### src/rtl/pdatapath_pkg.sv
// Shared encodings for the self-sequencing datapath: FSM states, ALU/shift/source
// codes, status bit positions and the latched command fields.
package pdatapath_pkg;

  typedef enum logic [2:0] {IDLE, RD_A, RD_B, EXEC, WB} state_e;

  localparam logic [1:0] ALU_ADD  = 2'b00;
  localparam logic [1:0] ALU_SUB  = 2'b01;
  localparam logic [1:0] ALU_AND  = 2'b10;
  localparam logic [1:0] ALU_NOTB = 2'b11;

  localparam logic [1:0] SH_NONE = 2'b00;
  localparam logic [1:0] SH_LSL  = 2'b01;
  localparam logic [1:0] SH_LSR  = 2'b10;
  localparam logic [1:0] SH_ASR  = 2'b11;

  localparam logic [1:0] SRC_C     = 2'b00;
  localparam logic [1:0] SRC_MDATA = 2'b01;
  localparam logic [1:0] SRC_IMM8  = 2'b10;
  localparam logic [1:0] SRC_PC    = 2'b11;

  localparam int ST_Z = 0;
  localparam int ST_N = 1;
  localparam int ST_V = 2;

  // Width-independent part of a command; register indices are held separately.
  typedef struct packed {
    logic [1:0] src;
    logic [1:0] alu_op;
    logic [1:0] shift;
    logic       asel;
    logic       bsel;
    logic       wb_en;
    logic       loads;
  } ctl_t;

endpackage

### src/rtl/pregfile.sv
// DW x NREG register file: one write port, one read port, async active-high clear.
// Optional DBG_PORT_EN adds a side-effect-free combinational debug read port.
module pregfile #(
  parameter int DW   = 16,
  parameter int NREG = 8
) (
  input  logic                    clk,
  input  logic                    reset,
  input  logic                    we,
  input  logic [$clog2(NREG)-1:0] waddr,
  input  logic [DW-1:0]           wdata,
  input  logic [$clog2(NREG)-1:0] raddr,
  output logic [DW-1:0]           rdata
`ifdef DBG_PORT_EN
  ,
  input  logic [$clog2(NREG)-1:0] dbg_addr,
  output logic [DW-1:0]           dbg_data
`endif
);

  logic [NREG-1:0][DW-1:0] mem_q, mem_d;

  always_comb begin
    mem_d = mem_q;
    if (we) mem_d[waddr] = wdata;
  end

  always_ff @(posedge clk or posedge reset) begin
    if (reset) mem_q <= '0;
    else       mem_q <= mem_d;
  end

  assign rdata = mem_q[raddr];

`ifdef DBG_PORT_EN
  assign dbg_data = mem_q[dbg_addr];
`endif

endmodule

### src/rtl/pdatapath_seq.sv
// Self-sequencing datapath: one start pulse runs read-A/read-B/exec/write-back
// (or a direct write-back for non-ALU sources). DBG_PORT_EN adds dbg_addr/dbg_data.
module pdatapath_seq #(
  parameter int DW   = 16,
  parameter int NREG = 8
) (
  input  logic                    clk,
  input  logic                    reset,
  input  logic                    start,
  input  logic [1:0]              src,
  input  logic [$clog2(NREG)-1:0] rd,
  input  logic [$clog2(NREG)-1:0] rn,
  input  logic [$clog2(NREG)-1:0] rm,
  input  logic [1:0]              ALUop,
  input  logic [1:0]              shift,
  input  logic                    asel,
  input  logic                    bsel,
  input  logic                    wb_en,
  input  logic                    loads,
  input  logic [DW-1:0]           mdata,
  input  logic [DW-1:0]           sximm8,
  input  logic [DW-1:0]           sximm5,
  input  logic [DW-1:0]           pc,
  output logic                    busy,
  output logic                    done,
  output logic [DW-1:0]           datapath_out,
  output logic [2:0]              Z_out
`ifdef DBG_PORT_EN
  ,
  input  logic [$clog2(NREG)-1:0] dbg_addr,
  output logic [DW-1:0]           dbg_data
`endif
);
  import pdatapath_pkg::*;

  localparam int AW = $clog2(NREG);

  state_e          state_q, state_d;
  ctl_t            ctl_q, ctl_d;
  logic [AW-1:0]   rd_q, rd_d, rn_q, rn_d, rm_q, rm_d;
  logic [DW-1:0]   a_q, a_d, b_q, b_d, c_q, c_d;
  logic [2:0]      status_q, status_d;

  logic            rf_we;
  logic [AW-1:0]   rf_raddr;
  logic [DW-1:0]   rf_rdata, rf_wdata;

  logic [DW-1:0]   b_sh, ain, bin, alu_res, pc_ext, wb_data;
  logic [2:0]      alu_flags;
  logic            pc_unused;

  pregfile #(.DW(DW), .NREG(NREG)) u_rf (
    .clk     (clk),
    .reset   (reset),
    .we      (rf_we),
    .waddr   (rd_q),
    .wdata   (rf_wdata),
    .raddr   (rf_raddr),
    .rdata   (rf_rdata)
`ifdef DBG_PORT_EN
    ,
    .dbg_addr(dbg_addr),
    .dbg_data(dbg_data)
`endif
  );

  // Shifter sits in front of the bsel mux, so immediates are never shifted.
  always_comb begin
    case (ctl_q.shift)
      SH_LSL:  b_sh = {b_q[DW-2:0], 1'b0};
      SH_LSR:  b_sh = {1'b0, b_q[DW-1:1]};
      SH_ASR:  b_sh = {b_q[DW-1], b_q[DW-1:1]};
      default: b_sh = b_q;
    endcase
    ain = ctl_q.asel ? '0 : a_q;
    bin = ctl_q.bsel ? sximm5 : b_sh;
  end

  always_comb begin
    alu_res         = '0;
    alu_flags       = '0;
    case (ctl_q.alu_op)
      ALU_ADD: begin
        alu_res         = ain + bin;
        alu_flags[ST_V] = (ain[DW-1] == bin[DW-1]) && (alu_res[DW-1] != ain[DW-1]);
      end
      ALU_SUB: begin
        alu_res         = ain - bin;
        alu_flags[ST_V] = (ain[DW-1] != bin[DW-1]) && (alu_res[DW-1] != ain[DW-1]);
      end
      ALU_AND: alu_res = ain & bin;
      default: alu_res = ~bin;
    endcase
    alu_flags[ST_Z] = (alu_res == '0);
    alu_flags[ST_N] = alu_res[DW-1];
  end

  // pc contributes at most its low 9 bits; narrower words take what fits.
  always_comb begin
    pc_ext = '0;
    for (int i = 0; i < DW; i++) pc_ext[i] = (i < 9) ? pc[i] : 1'b0;
  end
  assign pc_unused = ^pc;

  always_comb begin
    case (ctl_q.src)
      SRC_MDATA: wb_data = mdata;
      SRC_IMM8:  wb_data = sximm8;
      SRC_PC:    wb_data = pc_ext;
      default:   wb_data = c_q;
    endcase
  end

  always_comb begin
    state_d  = state_q;
    ctl_d    = ctl_q;
    rd_d     = rd_q;
    rn_d     = rn_q;
    rm_d     = rm_q;
    a_d      = a_q;
    b_d      = b_q;
    c_d      = c_q;
    status_d = status_q;
    rf_raddr = rn_q;
    rf_we    = 1'b0;
    rf_wdata = wb_data;
    busy     = 1'b1;
    done     = 1'b0;
    case (state_q)
      IDLE: begin
        busy = 1'b0;
        if (start) begin
          ctl_d   = '{src: src, alu_op: ALUop, shift: shift, asel: asel,
                      bsel: bsel, wb_en: wb_en, loads: loads};
          rd_d    = rd;
          rn_d    = rn;
          rm_d    = rm;
          state_d = (src == SRC_C) ? RD_A : WB;
        end
      end
      RD_A: begin
        rf_raddr = rn_q;
        a_d      = rf_rdata;
        state_d  = RD_B;
      end
      RD_B: begin
        rf_raddr = rm_q;
        b_d      = rf_rdata;
        state_d  = EXEC;
      end
      EXEC: begin
        c_d = alu_res;
        if (ctl_q.loads) status_d = alu_flags;
        state_d = WB;
      end
      WB: begin
        done    = 1'b1;
        rf_we   = ctl_q.wb_en;
        state_d = IDLE;
      end
      default: state_d = IDLE;
    endcase
  end

  always_ff @(posedge clk or posedge reset) begin
    if (reset) begin
      state_q  <= IDLE;
      ctl_q    <= '0;
      rd_q     <= '0;
      rn_q     <= '0;
      rm_q     <= '0;
      a_q      <= '0;
      b_q      <= '0;
      c_q      <= '0;
      status_q <= '0;
    end else begin
      state_q  <= state_d;
      ctl_q    <= ctl_d;
      rd_q     <= rd_d;
      rn_q     <= rn_d;
      rm_q     <= rm_d;
      a_q      <= a_d;
      b_q      <= b_d;
      c_q      <= c_d;
      status_q <= status_d;
    end
  end

  assign datapath_out = c_q;
  assign Z_out        = status_q;

endmodule

### config.mk
export PLATFORM = sky130hd
export DESIGN_NAME = pdatapath_seq
export DESIGN_NICKNAME = d
export VERILOG_FILES = /design/src/rtl/pdatapath_pkg.sv /design/src/rtl/pregfile.sv /design/src/rtl/pdatapath_seq.sv
export SDC_FILE = /design/constraint.sdc
export NUM_CORES = 1
export LEC_CHECK = 0
export ABC_AREA = 0
export BUFFER_PORTS_ARGS = -buffer_cell sky130_fd_sc_hd__clkbuf_2
export CORE_ASPECT_RATIO = 0.7
export CORE_MARGIN = 5
export CORE_UTILIZATION = 48
export DETAILED_ROUTE_END_ITERATION = 12
export PLACE_DENSITY = 0.67
export REMOVE_ABC_BUFFERS = 1
export SLEW_MARGIN = 20
export SYNTH_ARGS = -nofsm -noshare
export SYNTH_HDL_FRONTEND = slang
export SYNTH_SLANG_ARGS = --single-unit
export TNS_END_PERCENT = 20
### constraint.sdc
create_clock -name clk -period 5.8 [get_ports clk]
set_clock_uncertainty 0.1 [all_clocks]
set_input_delay 0.29 -clock clk [delete_from_list [all_inputs] [get_ports clk]]
set_output_delay 0.29 -clock clk [all_outputs]
set_load 0.01 [all_outputs]
==> out/summary.txt, run 1 <==
Status: finished clean
Critical path required time: 6.07 ns
Clock insertion delay at the later pin of the skew report: 0.49 ns
Ys flop type: dfrtp_1
Share of cells above drive strength 1: 0.279
Setup Crit Path Kind: flop to flop
Vias per cell: 5.71
Max-slew headroom: 0.239
Cell family with most CP delay: compound AO/OA/AOI/OAI gates
Detailed Place HPWL: 20.4 mm
Die width: 193 µm
Total gr overflow: 0
Slew @ Worst Pin: 1.14 ns
Final nets: 1261
Synth top area cells: dfrtp_1 (45%), mux2_2 (10%), mux4_2 (8.2%)
Avg Inst Size Synth: 10.8 µm²
Largest net degree at the start of global routing: 145
Final period demand of the worst path: 4.94 ns
Lkg Pwr: 0.00585 µW
Clk pwr share: 0.138
Core area: 22800 µm²
Unrepaired setup endpoints after global routing: no
CP Capture Type: flop
Crit path cell chain: mux2_2 -> o221ai_1 -> inv_1 -> ha_1 -> a211oi_2 -> o21ai_1 -> a211o_1 -> a21oi_1 -> a211oi_1 -> a2111oi_0 -> o2111a_1 -> o2111ai_1 -> o41ai_2
Fin crit share: 0.851
P per Cell Area: 685 nW/µm²
I/O Pins: 107
DP Area: 12100 µm²
Number of post-CTS setup repair buffers: 0
Library cells used by synthesis: 72
CP max FO: 18
CTS Buffer Depth: 3
Clk sinks: 201
Drt first-iter violations: 608
Sw frac: 0.439
Count leader, synth: dfrtp_1
CTS Buf Count: 19
Crit-path slowest cell: dfrtp_1
Post-route ant nets: 0
Cell count after synthesis: 1042
Hold Path Class: input port to flop
Startpoint types: flop
Post-route cell area: 12900 µm²
Number of enable flip-flop cells after synthesis: 0
Sw Pwr: 3890 µW
Starting Density: 0.493
Post-CTS sizing: 0
Routed WL: 28.7 mm
Share of flip-flops with an asynchronous set or reset: 1.00
Internal Power: 4960 µW
Synth cell count leaders: dfrtp_1 (201), nor2_1 (107), mux2_2 (101), a21oi_1 (100), nand2_1 (71)
Root Driver: clkbuf_16
DRC: 0
Placed Cells: 1410
CTS tree: built
Vias in the first global route: 8034
Final Non-Filler Cells: 1463
Mapped Area: 11300 µm²
Max_cap viols: 0
Yosys top cell area share: 0.446
Final Max Tran Viols: 0
PortBufs: 99
N_diodes: 0
Antenna violations before repair: 0
Seq/Total Area, Yosys: 0.446
Die ar.: 26700 µm²
Final Setup Violations: 0
Seq pwr share: 0.284
Global-route wire length before repair: 44.9 mm
Peak Freq: 203 MHz
Final hold vios: 0
Reg clk slew, reported paths: 0.07 ns
Row count: 46
Synth area leader: dfrtp_1
WP buf/inv: 1
#FFs+latches synth: 201
Drt pass-1 iters: 5
GP Congestion: 0.844
Comb power frac: 0.578
GRT Resource Usage Total: 0.211
Arrival time at the worst endpoint: 5.21 ns
Peak per-stage delay on the critical path: 0.90 ns
P&R area growth vs syn: 14.7%
Via count: 8359
H-tree Lvls: 1
Max VDD drop: 0.374 mV
Avg WL per Cell: 19.6 µm
Syn. warnings: 0
Die height: 138 µm
## metrics by stage
step                      power [µW]  hold slack (ns)  setup slack [ns]  setup TNS (ns)  utilization
after detailed placement        7590            0.367              1.04               0        0.529
after global routing            9530            0.103             0.531               0        0.566
after CTS                       8840           0.0182             0.991               0        0.564
after global placement          7470            0.356              1.09               0        0.529
after floorplan                 6230            0.307             -1.13          -50.34            -
final                           8850           0.0394             0.862               0        0.566
## routing by layer
metal	global-route usage	routed length (µm)	up-vias
li1	-	-	3949
met1	0.331	14100	4158
met2	0.307	12300	226
met3	0.0486	1950	26
met4	0.0294	333	0
met5	0	0	-
## cell families after synthesis
kind of cell    Yosys count  share of synthesized area
buf+inv                  99                     0.0364
flops                   201                      0.446
compound gates          238                      0.133
simple gates            270                      0.112
mux                     187                      0.223
fa+ha+maj                34                     0.0391
xor+xnor                 13                     0.0101
## worst paths after layout
kind | endpoint | startpoint | slack (ns) | cells past startpoint
setup / recovery | Z_out[0] | ctl_q[4] | 0.86 | 13
hold / removal | state_q[0] | start | 0.04 | 3
setup reg to reg | Z_out[0] | ctl_q[4] | 0.86 | 13
hold reg to reg | Z_out[2] | Z_out[2] | 0.37 | 2
max in group asynchronous | u_rf.mem_q[38] | reset | 4.33 | 4
min in group asynchronous | u_rf.mem_q[51] | reset | 0.23 | 3
## cell usage in the layout, fill, tap and decap left out, drive strengths merged, types with 4 or more instances in the layout
master       instances
a31oi                6
o31ai                5
o22ai                4
nor2               107
inv                 40
nor4                 4
nand2               71
a211oi              11
clkbuf             124
mux2i               45
and3                 4
and2                 6
nor3                 6
dfrtp              201
o211ai               6
xor2                 4
dlygate4sd3         20
a21oi              100
mux2               101
nand3                8
o21ai               60
a21o                 4
ha                  32
nand2b              14
o21a                 5
buf                 19
a22oi                4
nor2b               30
mux4                41
nand3b               4
xnor2                9
nor3b                5
## worst reg2reg max path, delay by kind of cell, from the launching register on
family                     cells  cell delay (ns)
AOI/OAI and AO/OA             10             2.98
adders and majority gates      1             0.34
buffers and inverters          1             0.10
DFF                            1             0.90
muxes                          1             0.42
## power groups by stage
stage	logic [µW]	registers, µW	clock network, µW
after floorplan	3770	2460	0
after global placement	4940	2530	0
after detailed placement	5030	2560	0
after CTS	5060	2540	1240
after global routing	5630	2600	1310
final	5110	2520	1220
## state kept, by name (all words and copies together) (netlist names)
signal        count
Z_out             3
a_q              16
b_q              16
ctl_q            10
datapath_out     16
rd_q              3
rm_q              3
rn_q              3
state_q           3
u_rf.mem_q      128
## area by class of cell
class	count	area, µm²
clock buffers	25	528
clock inverters	6	65.1
fillers	2021	9920
inverters	39	154
multi-input cells	742	5890
flip-flops and latches	201	5030
well taps	312	390
repair buffers	138	866
## timing repair
action | 4_1_cts | 5_1_grt
endpoints found under the setup margin | 0 | 0
hold buffers | 20 | 0
endpoints found under the hold margin | 80 | 0
Note: power is estimated with default switching activity, not from simulation.
==> inputs of run 2 (changes only) <==
- CTS_BUF_LIST: not set -> sky130_fd_sc_hd__clkbuf_4
==> run 2 against run 1 <==
Critical path depth is the same. Total power shrank 1.2%. Die area unchanged. Via count is 1.6% higher. Fmax shrank 0.74%. Utilization is 0.11 points lower. Sequential cell count is the same. Clock power shrank 7%. Hold slack better by 0.021 ns. Clock-buffer cell count increased by 48.
==> out/summary.txt, run 2 (synthesis gave the netlist of run 1 again) <==
Status: finished clean
P&R area growth vs syn: 14.5%
Hold_buf cts: 21
P per Cell Area: 678 nW/µm²
Most frequent cells in the layout: dfrtp_1 (200), nor2_1 (105), mux2_2 (101), a21oi_1 (100), clkbuf_2 (99)
WP buf/inv: 1
DRC: 0
Crit path cell chain: mux2_2 -> o221ai_1 -> inv_1 -> ha_1 -> a211oi_2 -> o21ai_1 -> a211o_1 -> a21oi_1 -> a211oi_1 -> a2111oi_0 -> o2111a_1 -> o2111ai_1 -> o41ai_2
Antenna violations before repair: 0
Root Driver: clkbuf_4
Final Max Tran Viols: 0
N_diodes: 0
Total gr overflow: 0
Final period demand of the worst path: 4.97 ns
GP Congestion: 0.844
Clock insertion delay at the later pin of the skew report: 0.60 ns
Avg WL per Cell: 18.9 µm
Die ar.: 26700 µm²
Critical path required time: 6.17 ns
Slew @ Worst Pin: 1.06 ns
Setup TNS: 0 ns
Drt pass-1 iters: 6
Crit-path slowest cell: dfrtp_1
Post-CTS sizing: 0
Routed WL: 28.7 mm
Detailed Place HPWL: 20.4 mm
Die width: 193 µm
PortBufs: 99
CTS Buffer Depth: 3
Most common cell after layout, fill and taps aside: dfrtp_1
Share of cells above drive strength 1: 0.307
Final Setup Violations: 0
Number of post-CTS setup repair buffers: 0
Max_cap viols: 0
Pre-CTS WS: 1.04 ns
Setup Crit Path Kind: flop to flop
Lkg Pwr: 0.00591 µW
Arrival time at the worst endpoint: 5.34 ns
Peak per-stage delay on the critical path: 0.90 ns
Fin crit share: 0.858
Max FFs per register: 128
Core area: 22800 µm²
DP Area: 12100 µm²
Post-route cell area: 12900 µm²
Largest net degree at the start of global routing: 145
Final hold vios: 0
GRT Resource Usage Total: 0.212
CTS tree: built
Setup slack after layout: 0.826 ns
CP max FO: 18
Die height: 138 µm
Unrepaired setup endpoints after global routing: no
Via count: 8491
Cell family with most CP delay: compound AO/OA/AOI/OAI gates
Startpoint types: flop
Reg with most FFs: u_rf.mem_q
Final nets: 1288
Vias per cell: 5.60
H-tree Lvls: 2
Vias in the first global route: 8200
Tot Pwr: 8740 µW
Hold Path Class: input port to flop
Max-slew headroom: 0.294
I/O Pins: 107
Drt first-iter violations: 625
Global-route wire length before repair: 45.1 mm
Reg clk slew, reported paths: 0.07 ns
Max VDD drop: 0.446 mV
Clk sinks: 201
Starting Density: 0.493
Row count: 46
CP Capture Type: flop
Fill cells: 2041
CTS Buf Count: 47
Peak Freq: 201 MHz
Post-route ant nets: 0
run 2: cell count changes in the layout (fill, tap and decap cells not counted), sizes merged:
cell and delta:
clkinv +9, dlygate4sd3 +1, clkbuf +48, bufinv -1, clkinvlp -1, inv -1, buf -2
run 2: metal layers:
layer	routed length, µm	part of all wire	GRT usage
met1	14400	0.50	0.335
met2	12100	0.42	0.300
met3	1920	0.067	0.0516
met4	344	0.012	0.0376
met5	0	0	0
run 2: worst paths after layout:
check / start / to / slack (ns) / cells after the start
min in group asynchronous: reset / u_rf.mem_q[66] / 0.39 / 3
hold reg to reg: u_rf.mem_q[29] / u_rf.mem_q[29] / 0.38 / 2
max in group asynchronous: reset / u_rf.mem_q[22] / 3.93 / 4
setup reg to reg: ctl_q[4] / Z_out[0] / 0.83 / 13
hold / removal: mdata[12] / u_rf.mem_q[44] / 0.06 / 3
setup / recovery: ctl_q[4] / Z_out[0] / 0.83 / 13
run 2: metrics by stage:
step                utilization  hold WS, ns  std cells
floorplan                     -        0.307        982
global placement          0.529        0.356       1410
detailed placement        0.529        0.367       1410
CTS                       0.564      0.00707       1516
global route              0.565       0.0298       1516
finish                    0.565       0.0609       1516
run 2: worst reg2reg max path: stages, from the launching register on:
cell	delay, ns
dfrtp_1	0.90
mux2_2	0.42
o221ai_1	0.48
inv_1	0.10
ha_1	0.34
a211oi_2	0.38
o21ai_1	0.15
a211o_1	0.30
a21oi_1	0.13
a211oi_1	0.08
a2111oi_0	0.72
o2111a_1	0.36
o2111ai_1	0.18
o41ai_2	0.24
run 2: cell type report:
type	count	area, µm²	share of cell area
Clock buffer	73	548	0.0425
Inverter	39	154	0.0119
Timing Repair Buffer	137	833	0.0646
Tap cell	312	390	0.0303
Clock inverter	12	48.8	0.00378
Multi-Input combinational cell	742	5890	0.457
Sequential cell	201	5030	0.390
run 2: report_power, final:
part           internal (µW)  switching (µW)
registers               2010             526
clock network            575             560
logic                   2250            2820
==> inputs of run 3 (changes only) <==
- RECOVER_POWER: not set -> 50
==> run 3 against run 2 <==
The run now ends with capacitance limit, slew limit left. Clock power barely moved. Cell count unchanged. Utilization decreased by 0.18 points. Routed wire length about the same. Final area down 0.31%. Register-to-register slack improved by 0.03 ns. Combinational power about the same. Sequential cell count unchanged. Sequential share of layout area rose by 0.11 points. Highest routed layer unchanged.
==> out/summary.txt, run 3 (synthesis gave the netlist of run 1 again) <==
Status: finished, violations left
Failing checks: capacitance limit, slew limit
Antenna violations before repair: 0
Drt first-iter violations: 618
CP Capture Type: flop
Startpoint types: flop
Detailed Place HPWL: 20.4 mm
Die height: 138 µm
Max-slew headroom: -1.00
Starting Density: 0.493
Arrival time at the worst endpoint: 5.32 ns
Critical path required time: 6.17 ns
Drt pass-1 iters: 5
I/O Pins: 107
Sw Pwr: 3900 µW
Final nets: 1288
N_diodes: 0
Global-route wire length before repair: 45.1 mm
Die width: 193 µm
Most common cell after layout, fill and taps aside: dfrtp_1
Slew @ Worst Pin: 3.01 ns
Seq pwr share: 0.291
Most frequent cells in the layout: dfrtp_1 (201), nor2_1 (106), mux2_2 (101), a21oi_1 (100), clkbuf_2 (79)
Max_cap viols: 3
DRC: 0
Pre-CTS WS: 1.04 ns
Core area: 22800 µm²
CTS tree: built
Die ar.: 26700 µm²
Routed WL: 28.7 mm
Fin crit share: 0.853
CP max FO: 18
Lkg Pwr: 0.00584 µW
H-tree Lvls: 2
P per Cell Area: 679 nW/µm²
Internal Power: 4820 µW
Max VDD drop: 0.435 mV
CTS Buffer Depth: 3
Total gr overflow: 0
Final Setup Violations: 0
Worst hold slack: 0.0615 ns
Root Driver: clkbuf_4
Row count: 46
CTS Buf Count: 47
Final hold vios: 0
Max FFs per register: 128
Layout Utilization: 0.563
Fill cells: 2061
Tot Pwr: 8730 µW
Avg WL per Cell: 19.0 µm
Reg with most FFs: u_rf.mem_q
GP Congestion: 0.844
Reg clk slew, reported paths: 0.07 ns
Vias per cell: 5.62
PortBufs: 99
Setup slack after layout: 0.853 ns
Clk sinks: 201
Largest net degree at the start of global routing: 145
Clock insertion delay at the later pin of the skew report: 0.60 ns
Share of cells above drive strength 1: 0.287
Unrepaired setup endpoints after global routing: no
Post-route ant nets: 0
Final Max Tran Viols: 204
Peak Freq: 202 MHz
Sw frac: 0.447
Vias in the first global route: 8200
P&R area growth vs syn: 14.1%
Via count: 8522
Final period demand of the worst path: 4.95 ns
Comb power frac: 0.579
GRT Resource Usage Total: 0.212
Clk pwr share: 0.130
Setup Crit Path Kind: flop to flop
Hold Path Class: input port to flop
run 3: final timing paths:
| kind | start | endpoint | slack, ns | cells past startpoint |
|---|---|---|---|---|
| hold reg to reg | u_rf.mem_q[124] | u_rf.mem_q[124] | 0.38 | 2 |
| min in group asynchronous | reset | u_rf.mem_q[3] | 1.12 | 3 |
| setup reg to reg | ctl_q[4] | Z_out[0] | 0.85 | 13 |
| hold / removal | mdata[15] | u_rf.mem_q[127] | 0.06 | 3 |
| max in group asynchronous | reset | u_rf.mem_q[22] | 1.98 | 4 |
| setup / recovery | ctl_q[4] | Z_out[0] | 0.85 | 13 |
run 3: power by group through the flow:
stage	Clock, µW	Combinational (µW)	Sequential (µW)
after floorplan	0	3770	2460
after global placement	0	4940	2530
after detailed placement	0	5030	2560
after CTS	1160	5060	2530
after global routing	1250	5560	2620
final	1140	5050	2540
run 3: layout make-up:
| cell class | instances | area, µm² | share of cell area |
|---|---|---|---|
| Multi-Input combinational cell | 742 | 5890 | 0.458 |
| Clock buffer | 73 | 548 | 0.0426 |
| Tap cell | 312 | 390 | 0.0304 |
| Clock inverter | 12 | 48.8 | 0.00379 |
| Timing Repair Buffer | 137 | 801 | 0.0623 |
| Inverter | 39 | 150 | 0.0117 |
| Sequential cell | 201 | 5030 | 0.391 |
run 3: what timing repair did:
action	in CTS	in global routing
gates resized for setup	0	0
hold buffers	21	0
endpoints found under the hold margin	164	0
setup buffers	0	0
run 3: metrics by stage:
| step | area, µm² | std cells | setup TNS, ns |
|---|---|---|---|
| after global placement | 12100 | 1410 | 0 |
| final | 12900 | 1516 | 0 |
| after CTS | 12900 | 1516 | 0 |
| after global routing | 12900 | 1516 | 0 |
| after detailed placement | 12100 | 1410 | 0 |
| after floorplan | 11000 | 982 | -50.34 |
run 3: layer usage:
metal  track usage  wire length, µm  vias up
met5             0                0        -
met4        0.0376              329        0
met3        0.0516             2010       31
met2         0.300            12100      271
met1         0.335            14300     4197
li1              -                -     4023
run 3: critical path: stages, from the launching register on:
cell and delay [ns]:
dfrtp_1 0.89, mux2_2 0.42, o221ai_1 0.48, inv_1 0.10, ha_1 0.34, a211oi_2 0.39, o21ai_1 0.15, a211o_1 0.30
a21oi_1 0.13, a211oi_1 0.08, a2111oi_0 0.71, o2111a_1 0.35, o2111ai_1 0.16, o41ai_2 0.24
